--- config.mk ---
export PLATFORM = sky130hd
export DESIGN_NAME = mux_word_serializer_flat
export DESIGN_NICKNAME = d
export VERILOG_FILES = /design/src/rtl/mux_word_serializer_if.sv /design/src/rtl/mux_word_serializer.sv /design/src/flat_wrapper.sv
export SDC_FILE = /design/constraint.sdc
export NUM_CORES = 1
export LEC_CHECK = 0
export BUFFER_PORTS_ARGS = -buffer_cell sky130_fd_sc_hd__buf_4
export CAP_MARGIN = 30
export CORE_UTILIZATION = 40
export DETAILED_ROUTE_END_ITERATION = 6
export GPL_TIMING_DRIVEN = 0
export SYNTH_ARGS = -nofsm -noshare
export SYNTH_HDL_FRONTEND = slang
export SYNTH_SLANG_ARGS = --single-unit
--- constraint.sdc ---
create_clock -name clk -period 2.05 [get_ports clk]
set_input_delay 0.1025 -clock clk [delete_from_list [all_inputs] [get_ports clk]]
set_output_delay 0.1025 -clock clk [all_outputs]
set_load 0.05 [all_outputs]
--- src/rtl/mux_word_serializer_if.sv ---
// mux_word_serializer_if: word-in / bit-out handshake bundle for the serializer
// master drives in_valid, in_data and out_ready; slave (the serializer) drives
// in_ready, out_valid, out_bit, out_sel, out_last and busy.
interface mux_word_serializer_if #(
    parameter int WIDTH = 32,
    parameter int SEL_W = 5
);
    logic             in_valid;
    logic             in_ready;
    logic [WIDTH-1:0] in_data;
    logic             out_valid;
    logic             out_ready;
    logic             out_bit;
    logic [SEL_W-1:0] out_sel;
    logic             out_last;
    logic             busy;

    modport master (
        output in_valid, in_data, out_ready,
        input  in_ready, out_valid, out_bit, out_sel, out_last, busy
    );

    modport slave (
        input  in_valid, in_data, out_ready,
        output in_ready, out_valid, out_bit, out_sel, out_last, busy
    );
endinterface

--- src/rtl/mux_word_serializer.sv ---
// mux_word_serializer: holds a word and emits it one bit per accepted beat via a registered-select mux
// Ports: clk, rst_n (async active-low); bus.in_* accepts a word, bus.out_* emits
// out_bit = word[out_sel] with out_last on the final index; busy while a word is held.
module mux_word_serializer #(
    parameter int WIDTH     = 32,
    parameter int SEL_W     = 5,
    parameter bit MSB_FIRST = 1'b0
) (
    input  logic                   clk,
    input  logic                   rst_n,
    mux_word_serializer_if.slave   bus
);
    localparam logic [0:0] IDLE = 1'b0;
    localparam logic [0:0] SEND = 1'b1;
    localparam logic [SEL_W-1:0] FIRST = MSB_FIRST ? SEL_W'(WIDTH - 1) : '0;
    localparam logic [SEL_W-1:0] FINAL = MSB_FIRST ? '0 : SEL_W'(WIDTH - 1);

    logic [0:0]       state;
    logic [WIDTH-1:0] word;
    logic [SEL_W-1:0] sel;
    logic             in_accept;
    logic             out_accept;

    assign bus.out_valid = state == SEND;
    assign bus.busy      = state == SEND;
    assign bus.out_last  = state == SEND && sel == FINAL;
    assign bus.out_bit   = word[sel];
    assign bus.out_sel   = sel;
    // accepting on the last-bit cycle lets the next word follow with no idle gap
    assign bus.in_ready  = state == IDLE || (bus.out_last && bus.out_ready);
    assign in_accept     = bus.in_valid && bus.in_ready;
    assign out_accept    = bus.out_valid && bus.out_ready;

    always_ff @(posedge clk or negedge rst_n) begin
        if (!rst_n) begin
            state <= IDLE;
            word  <= '0;
            sel   <= '0;
        end else if (in_accept) begin
            state <= SEND;
            word  <= bus.in_data;
            sel   <= FIRST;
        end else if (out_accept) begin
            state <= bus.out_last ? IDLE : SEND;
            sel   <= bus.out_last ? sel : (MSB_FIRST ? sel - SEL_W'(1) : sel + SEL_W'(1));
        end
    end
endmodule
--- src/flat_wrapper.sv ---
// flat-port wrapper written by rule: the top's interface ports become plain ports
module mux_word_serializer_flat 
#(
    parameter int WIDTH     = 32,
    parameter int SEL_W     = 5,
    parameter bit MSB_FIRST = 1'b0
)
  (clk, rst_n, bus_in_valid, bus_in_data, bus_out_ready, bus_in_ready, bus_out_valid, bus_out_bit, bus_out_sel, bus_out_last, bus_busy);
  mux_word_serializer_if #(.WIDTH(WIDTH), .SEL_W(SEL_W)) bus_i ();
  input  logic clk;
  input  logic rst_n;
  input wire logic [$bits(bus_i.in_valid)-1:0] bus_in_valid;
  input wire logic [$bits(bus_i.in_data)-1:0] bus_in_data;
  input wire logic [$bits(bus_i.out_ready)-1:0] bus_out_ready;
  output wire logic [$bits(bus_i.in_ready)-1:0] bus_in_ready;
  output wire logic [$bits(bus_i.out_valid)-1:0] bus_out_valid;
  output wire logic [$bits(bus_i.out_bit)-1:0] bus_out_bit;
  output wire logic [$bits(bus_i.out_sel)-1:0] bus_out_sel;
  output wire logic [$bits(bus_i.out_last)-1:0] bus_out_last;
  output wire logic [$bits(bus_i.busy)-1:0] bus_busy;
  assign bus_i.in_valid = bus_in_valid;
  assign bus_i.in_data = bus_in_data;
  assign bus_i.out_ready = bus_out_ready;
  assign bus_in_ready = bus_i.in_ready;
  assign bus_out_valid = bus_i.out_valid;
  assign bus_out_bit = bus_i.out_bit;
  assign bus_out_sel = bus_i.out_sel;
  assign bus_out_last = bus_i.out_last;
  assign bus_busy = bus_i.busy;
  mux_word_serializer #(.WIDTH(WIDTH), .SEL_W(SEL_W), .MSB_FIRST(MSB_FIRST)) u_core (.clk(clk), .rst_n(rst_n), .bus(bus_i));
endmodule
==> flow_summary.toml, run 1 <==
[synth]
synth-seq-cells = 38
synth_area_sq_mm = 0.00188
yosys.area.top_type = "dfrtp_1"
ys_types = 32
ys_warn_count = 0
syn-num-nets = 181
ys_seq_area_share_pct = 50.5
synth_top_area_share_pct = 50.5
synth.avg_cell_area_sq_um = 13.2
synthCells = 143
yosys-top-cells-area = "dfrtp_1 50%, mux2_2 18%, mux2i_1 9.6%"

[outcome]
status = "finished with violations"
violations = "design-rule violations"

[sta]
max_slew_margin_pct = 68.9
finalHoldViolations = 0
tightest_slew_ns = 0.467
holdWs_ns = 0.0298
clock.fmax_mhz = 490
fin_setup_tns_ns = 0
setup_ws_ns = 0.0105
layout_min_cycle_time_ns = 2.04
setup_viol = 0
rsz0062_at_grt = "true"
finClkSkew_ns = 0.00652
period_share_pct = 99.5
report.final.slew_viol_count = 0

[detailed_routing]
drc = 6
drt-initial-drc-count = 78
dr.pass1.iters = 6
ant_nets = 0
routed_wl_mm = 3.88
routedWlPerCell_um = 15.4
routed_via_density = 5.27
vias = 1327

[layout]
fin_cells = 252
layout_common_cells = "48 x buf_4, 34 x dfrtp_1, 30 x mux2_2, 17 x mux2i_1, 6 x clkbuf_8"
drive_gt1_share_pct = 55.5
area_growth_pct = 33.1
diodes = 0
fillers = 383
stdcell_area_sq_mm = 0.00251
nNetsFinal = 237
final_common_cell = "buf_4"

[global_route]
grt_pass1_vias = 1367
grt_max_degree = 39
grt_usage_pct = 17.5
grt_antenna_before_repair = 0
grt-ovfl-total = 0
grt_pass1_wl_mm = 6.65

[worst_setup_path]
ff2ff_path_depth = 9
worstSetupStartpoint = "u_core.bus.out_sel[1]"
path_class = "reg2out"
arrival_ns = 1.94
cp.buffers_inverters = 2
crit_path_cell_trace = "buf_12 > mux2i_1 > a22oi_2 > nand4b_1 > a31oi_1 > a311o_1 > buf_6"
cp.required_ns = 1.95
reg2reg_from = "u_core.bus.out_sel[1]"
cp-end-kind = "output port"
worst_setup_path_start_kind = "flop"
cp_num_cells = 7
crit_path_top_delay_cell = "dfrtp_2"
crit_family = "compound AO/OA/AOI/OAI gates"
cp_slowest_stage_delay_ns = 0.39
critPathMaxFanout = 10

[clocking]
clkLatencyLatePin_ns = 0.29
cts_buffers = 5
htree_levels = 2
cts.clk_slew.worst_paths_ns = 0.07
clock_path_buffers = 2
clock-sinks = 38
cts_tree = "yes"
cts_root_buf = "clkbuf_8"

[floorplan]
rows = 24
ios = 46
start_util_pct = 42.4
coreArea_sq_mm = 0.00444
die_x_um = 70.6
die_h_um = 70.6
dieArea_sq_mm = 0.00499

[worst_hold_path]
min_from = "bus_in_data[16]"
hold_class = "in2reg"
hold_path_depth = 2

[place]
dp_slack_ns = 0.109
dp_hpwl_mm = 2.79
port_buffers = 45
dp.cells = 240
gp_congestion = 0.770
place_area_sq_mm = 0.00234

[pwr]
p_per_area_mw_per_mm2 = 1080
peakVddDrop_uv = 772
p_leak_nw = 1.19

[run]
drv_cap = 0
[report_power, final]
| group | total, mW | switching (mW) | leakage, nW | internal [mW] |
|---|---|---|---|---|
| Sequential | 0.966 | 0.0960 | 0.462 | 0.870 |
| Clock | 0.523 | 0.251 | 0.0482 | 0.271 |
| Combinational | 1.23 | 0.637 | 0.678 | 0.590 |
| Total | 2.72 | 0.984 | 1.19 | 1.73 |
[metrics by stage]
stage	total power, mW	utilization (%)
6_report	2.72	56.4
5_1_grt	2.86	56.4
4_1_cts	2.71	55.5
3_5_place_dp	2.11	52.6
3_3_place_gp	2.09	52.6
2_1_floorplan	1.78	-
[worst register-to-register path, stage by stage (launching register included)]
cell	delay, ns
dfrtp_2	0.43
buf_4	0.15
ha_4	0.15
and3_1	0.17
ha_2	0.22
nand2_4	0.10
nand2_8	0.07
nand2_8	0.10
buf_6	0.15
mux2_2	0.34
[what timing repair did]
action	4_1_cts	5_1_grt
pin swaps	2	3
endpoints found under the setup margin	1	31
hold buffers	1	0
setup buffers	1	2
gates resized for setup	6	8
endpoints found under the hold margin	38	0
gates cloned	0	0
[sequential cells by signal, indices dropped and copies added, names as in the netlist]
| register | flops |
|---|---|
| u_core.bus.busy | 1 |
| u_core.word | 32 |
| u_core.bus.out_sel | 5 |
[area by class of cell]
class	instances	area (sq um)	share of cell area (%)
flip-flops and latches	38	956	38.1
multi-input cells	95	907	36.2
repair buffers	49	374	14.9
plain buffers	8	108	4.29
clock buffers	7	86.3	3.44
well taps	52	65.1	2.59
inverters	2	7.51	0.299
clock inverters	1	5.00	0.200
[cell usage after synthesis]
cell	number
a311o_1	1
nand3_1	3
a22oi_1	4
a22o_2	2
nand2b_1	1
a31oi_1	1
nand2_1	6
mux2_2	30
nor2_1	3
and2b_1	1
o22ai_1	1
mux2_1	3
a21oi_1	2
nor2b_1	1
buf_2	1
and3_1	3
and2_1	1
nand4_1	2
buf_4	1
o21ai_0	3
a22o_1	2
mux2i_1	18
buf_6	5
nand2_2	1
nand4b_1	1
inv_1	2
and2b_2	1
a211oi_1	1
dfrtp_1	38
buf_12	1
and3_2	1
ha_1	2
[routing by layer]
layer	vias to the layer above	track usage [%]	wire [um]
met1	646	22.6	1770
li1	635	-	-
met3	7	4.56	186
met4	0	6.67	63
met5	-	0	0
met2	39	28.4	1850
[cell families after synthesis]
family          share of synthesized area [%]
fa+ha+maj                                1.33
buf+inv                                  5.11
compound gates                           6.51
flops                                    50.5
simple gates                             7.31
mux                                      29.3
[worst paths after layout]
path,endpoint,slack (ns)
hold reg to reg,u_core.word[16],0.49
hold / removal,u_core.word[16],0.03
min in group asynchronous,u_core.bus.out_sel[4],0.31
setup / recovery,bus_out_bit,0.01
setup reg to reg,u_core.word[25],0.06
max in group asynchronous,u_core.bus.out_sel[0],1.40
Power figures use the tool's default switching activity.
==> run 2: changes to the inputs <==
--- a/config.mk
+++ b/config.mk
@@ -7,9 +7,10 @@
 export LEC_CHECK = 0
 export BUFFER_PORTS_ARGS = -buffer_cell sky130_fd_sc_hd__buf_4
 export CAP_MARGIN = 30
-export CORE_UTILIZATION = 40
+export CORE_UTILIZATION = 35
 export DETAILED_ROUTE_END_ITERATION = 6
 export GPL_TIMING_DRIVEN = 0
+export SETUP_SLACK_MARGIN = 0.1
 export SYNTH_ARGS = -nofsm -noshare
 export SYNTH_HDL_FRONTEND = slang
 export SYNTH_SLANG_ARGS = --single-unit
==> run 2 against run 1 <==
Compared with the run above: the run now ends clean; die area up 14%; critical path depth unchanged; sequential share of layout area is 2.4 points lower; sequential power about the same.
==> flow_summary.toml, run 2 (same netlist as run 1, synthesis figures left out) <==
[worst_setup_path]
critPathMaxFanout = 8
cp_slowest_stage_delay_ns = 0.41
crit_top_cell = "buf_6"
path_class = "reg2out"
ff2ff_path_depth = 9
arrival_ns = 1.90
crit_path_cell_trace = "buf_6 > and2b_2 > a22oi_2 > nand4b_1 > a31oi_1 > a311o_1 > buf_6"
worst_setup_path_start_kind = "flop"
crit_path_top_delay_cell = "dfrtp_2"
cp-end-kind = "output port"
cp.required_ns = 1.95

[sta]
rsz0062_at_grt = "true"
period_share_pct = 97.8
report.final.slew_viol_count = 0
finClkSkew_ns = 0.00625
finalHoldViolations = 0
clock.fmax_mhz = 499
tightest_slew_ns = 0.497
layout_min_cycle_time_ns = 2.00
max_slew_margin_pct = 66.9
setup_viol = 0

[worst_hold_path]
hold_path_depth = 2
hold_class = "in2reg"

[global_route]
grt_pass1_vias = 1333
grt_pass1_wl_mm = 6.22
grt-ovfl-total = 0
grt_usage_pct = 15.0
grt_max_degree = 39
grt_antenna_before_repair = 0

[floorplan]
die_h_um = 75.4
start_util_pct = 36.7
ios = 46
rows = 26
dieArea_sq_mm = 0.00568
coreArea_sq_mm = 0.00514
die_x_um = 75.4

[layout]
top_register = "u_core.word"
fin_cells = 275
largest_register_ffs = 32
area_growth_pct = 42.0
drive_gt1_share_pct = 59.0
nNetsFinal = 242
final_common_cell = "buf_4"
diodes = 0
layout_common_cells = "49 x buf_4, 34 x dfrtp_1, 29 x mux2_2, 18 x mux2i_1, 6 x clkbuf_8"

[detailed_routing]
routed_via_density = 4.85
routed_wl_mm = 4.11
dr.pass1.iters = 4
routedWlPerCell_um = 14.9
ant_nets = 0
drc = 0
vias = 1333
drt-initial-drc-count = 37

[clocking]
clkLatencyLatePin_ns = 0.29
cts.clk_slew.worst_paths_ns = 0.08
clock-sinks = 38
cts_root_buf = "clkbuf_8"
cts_buffers = 5
htree_levels = 2
clock_path_buffers = 2
cts_tree = "yes"

[place]
port_buffers = 45
gp_congestion = 0.733
dp_hpwl_mm = 2.87
dp.cells = 258

[pwr]
p_leak_nw = 1.27
peakVddDrop_uv = 513
total_power_mw = 2.75
p_per_area_mw_per_mm2 = 1030

[outcome]
status = "finished, final reports clean"

[run]
drv_cap = 0
## run 2: cell types whose count changed in the layout (fill, tap and decap cells not counted), sizes merged
cell / previous run / this run
clkbuf: 7 / 10
buf: 56 / 58
## run 2: critical path, delay by kind of cell (launching register included)
family	cells	cell delay, ns
DFF	1	0.41
and+or+nand+nor	2	0.36
buffers and inverters	2	0.31
AOI/OAI and AO/OA	3	0.53
## run 2: final cells by class
| class | instances | area [sq um] |
|---|---|---|
| Buffer | 8 | 120 |
| Clock buffer | 7 | 86.3 |
| Clock inverter | 1 | 5.00 |
| Fill cell | 480 | 2460 |
| Inverter | 2 | 7.51 |
| Multi-Input combinational cell | 95 | 945 |
| Sequential cell | 38 | 956 |
| Tap cell | 70 | 87.6 |
| Timing Repair Buffer | 54 | 468 |
## run 2: where the power goes
part           internal, mW  switching [mW]
clock network         0.271           0.258
registers             0.870          0.0971
logic                 0.616           0.641
total                  1.76           0.996
## run 2: metal layers
layer	vias up	track usage [%]	wire [um]
met1	652	19.1	1800
met5	-	0	0
li1	644	-	-
met4	0	5.35	49
met2	32	24.5	2080
met3	5	4.37	179
## run 2: through the flow
stage	area [sq um]	setup TNS [ns]	setup slack [ns]	utilization [%]	hold WS [ns]
global route	2680	-0.0759	-0.0759	52.0	0.0352
CTS	2520	0	0.0253	49.1	0.0306
floorplan	1960	0	0.0906	-	-0.193
global placement	2380	0	0.246	46.3	0.0933
finish	2680	0	0.0451	52.0	0.0417
detailed placement	2380	0	0.230	46.3	0.109
## run 2: path summary, 6_finish.rpt
| path | from | end | slack [ns] |
|---|---|---|---|
| min in group asynchronous | rst_n | u_core.word[18] | 0.32 |
| max | u_core.bus.out_sel[0] | bus_out_bit | 0.05 |
| max in group asynchronous | rst_n | u_core.bus.out_sel[3] | 1.36 |
| max reg2reg | u_core.bus.out_sel[1] | u_core.word[28] | 0.07 |
| min reg2reg | u_core.word[8] | u_core.word[8] | 0.51 |
| min | bus_in_data[22] | u_core.word[22] | 0.04 |
## run 2: timing repair
item / in CTS / in global routing
buffers inserted: 2 / 3
cloned: 0 / 3
hold endpoints to repair: 38 / 0
hold buffers: 1 / 0
pin swaps: 1 / 4
resized for setup: 7 / 13
endpoints found under the setup margin: 1 / 31
==> run 3: changes to the inputs <==
--- a/config.mk
+++ b/config.mk
@@ -7,6 +7,7 @@
 export LEC_CHECK = 0
 export BUFFER_PORTS_ARGS = -buffer_cell sky130_fd_sc_hd__buf_4
 export CAP_MARGIN = 30
+export CORE_MARGIN = 2
 export CORE_UTILIZATION = 35
 export DETAILED_ROUTE_END_ITERATION = 6
 export GPL_TIMING_DRIVEN = 0
==> constraint.sdc (replaced) <==
create_clock -name clk -period 2.05 [get_ports clk]
set_input_delay 0.41 -clock clk [delete_from_list [all_inputs] [get_ports clk]]
set_output_delay 0.41 -clock clk [all_outputs]
set_load 0.1 [all_outputs]
==> run 3 against run 2 <==
Compared with the run above: the run now ends with negative setup slack left; worst hold slack improved by 0.034 ns; maximum frequency fell by 19%; clock power fell by 6.6%; count of clock-buffer cells in the layout fell by 1; non-clock buffer count rose by 2; critical path depth rose by 1; register-to-register slack got worse by 0.33 ns; final cell count rose by 0.36%; critical endpoint unchanged.
==> flow_summary.toml, run 3 (same netlist as run 1, synthesis figures left out) <==
[outcome]
status = "finished with violations"
violations = "negative setup slack"

[pwr]
power_frac_clock_pct = 15.6
p_int_mw = 1.87
total_power_mw = 3.17
p_sw_mw = 1.30
p_leak_nw = 1.30
p_per_area_mw_per_mm2 = 1160
switching_share_pct = 40.9
peakVddDrop_uv = 829
p_seq_share_pct = 31.1
power_frac_comb_pct = 53.3

[sta]
finalHoldViolations = 0
rsz0062_at_grt = "true"
layout_min_cycle_time_ns = 2.47
tightest_slew_ns = 0.496
max_slew_margin_pct = 66.9
report.final.slew_viol_count = 0
setup_viol = 35
setup_ws_ns = -0.418
period_share_pct = 120
holdWs_ns = 0.0762
fin_setup_tns_ns = -7.70
clock.fmax_mhz = 405
finClkSkew_ns = 0.00298

[clocking]
clkLatencyLatePin_ns = 0.29
cts_root_buf = "clkbuf_8"
cts_tree = "yes"
cts_buffers = 5
clock_path_buffers = 2
postCtsHoldBufs = 0
clock-sinks = 38
htree_levels = 2
cts.clk_slew.worst_paths_ns = 0.07

[detailed_routing]
vias = 1378
route.met3.wl_um = 196
highest_layer = "met4"
drc = 0
routed_wl_mm = 4.33
met1_length_mm = 1.97
dr.pass1.iters = 4
routedWlPerCell_um = 15.7
ant_nets = 0
drt-initial-drc-count = 52
wl_met2_mm = 2.12
routed_via_density = 4.99

[worst_setup_path]
cp.required_ns = 1.64
cp-end-kind = "output port"
cp_slowest_stage_delay_ns = 0.50
path_class = "reg2out"
crit_path_top_delay_cell = "dfrtp_4"
crit_path_cell_trace = "buf_6 > buf_16 > mux2i_2 > a22oi_2 > nand4_1 > o22ai_1 > a311o_2 > buf_12"
worst_setup_path_start_kind = "flop"
critPathMaxFanout = 5
arrival_ns = 2.06

[place]
gp_congestion = 0.758
port_buffers = 45
dp_hpwl_mm = 2.98
place_area_sq_mm = 0.00237
dp_slack_ns = -0.161
dp.cells = 258

[layout]
nNetsFinal = 244
drive_gt1_share_pct = 60.2
diodes = 0
layout_common_cells = "48 x buf_4, 32 x dfrtp_1, 30 x mux2_2, 17 x mux2i_1"
final_common_cell = "buf_4"
largest_register_ffs = 32
area_growth_pct = 44.7
top_register = "u_core.word"
stdcell_area_sq_mm = 0.00273
fin_cells = 276
final_core_util_pct = 53.0
fillers = 459

[floorplan]
die_h_um = 77.4
die_x_um = 77.4
dieArea_sq_mm = 0.00599
ios = 46
start_util_pct = 36.7
rows = 26
coreArea_sq_mm = 0.00514

[global_route]
grt_usage_pct = 15.5
grt_pass1_wl_mm = 7.25
grt-ovfl-total = 0
grt_max_degree = 39
grt_antenna_before_repair = 0
grt_pass1_vias = 1466

[worst_hold_path]
hold_class = "in2async"

[run]
drv_cap = 0
## run 3: cell count changes in the layout (fill, tap and decap cells not counted), sizes merged
cell,before,now
buf,58,61
bufbuf,0,3
clkbuf,10,6
clkinv,1,0
clkinvlp,0,1
dlygate4sd3,1,0
## run 3: layout make-up
class / instances / area (sq um) / share of cell area [%]
multi-input cells: 95 / 911 / 33.4
plain buffers: 8 / 115 / 4.22
well taps: 70 / 87.6 / 3.21
inverters: 2 / 7.51 / 0.275
clock inverters: 1 / 7.51 / 0.275
clock buffers: 6 / 72.6 / 2.66
flip-flops and latches: 38 / 966 / 35.4
repair buffers: 56 / 559 / 20.5
## run 3: timing repair
item | 4_1_cts | 5_1_grt
resized for setup | 20 | 8
setup buffers | 7 | 0
hold endpoints to repair | 0 | 0
pin swaps | 6 | 0
cloned | 4 | 0
endpoints found under the setup margin | 33 | 40
## run 3: final timing paths
path                       slack (ns)                     to             startpoint  cells after the start
max in group asynchronous        1.58  u_core.bus.out_sel[2]                  rst_n                      1
setup / recovery                -0.42            bus_out_bit  u_core.bus.out_sel[1]                      8
min in group clk                 0.33        u_core.word[21]        bus_in_data[21]                      2
hold reg to reg                  0.51        u_core.word[16]        u_core.word[16]                      1
hold / removal                   0.08        u_core.word[19]                  rst_n                      1
setup reg to reg                -0.26         u_core.word[8]  u_core.bus.out_sel[1]                     10
## run 3: per-layer routing
layer | track usage, % | vias to the layer above
met5 | 0 | -
met2 | 25.7 | 33
met4 | 3.75 | 0
li1 | - | 651
met3 | 4.53 | 6
met1 | 20.0 | 688
## run 3: power groups by stage
| stage | clock (mW) | combinational, mW | sequential (mW) |
|---|---|---|---|
| floorplan | 0 | 0.787 | 1.27 |
| global placement | 0 | 1.37 | 0.989 |
| detailed placement | 0 | 1.38 | 0.995 |
| CTS | 0.504 | 1.65 | 0.980 |
| global route | 0.542 | 1.78 | 1.00 |
| finish | 0.495 | 1.69 | 0.984 |
## run 3: worst max-delay path, delay by kind of cell, from the launching register on
family / cells / cell delay (ns)
flip-flops: 1 / 0.50
buffers and inverters: 3 / 0.45
multiplexers: 1 / 0.19
AO/OA/AOI/OAI: 3 / 0.52
AND/OR/NAND/NOR: 1 / 0.11
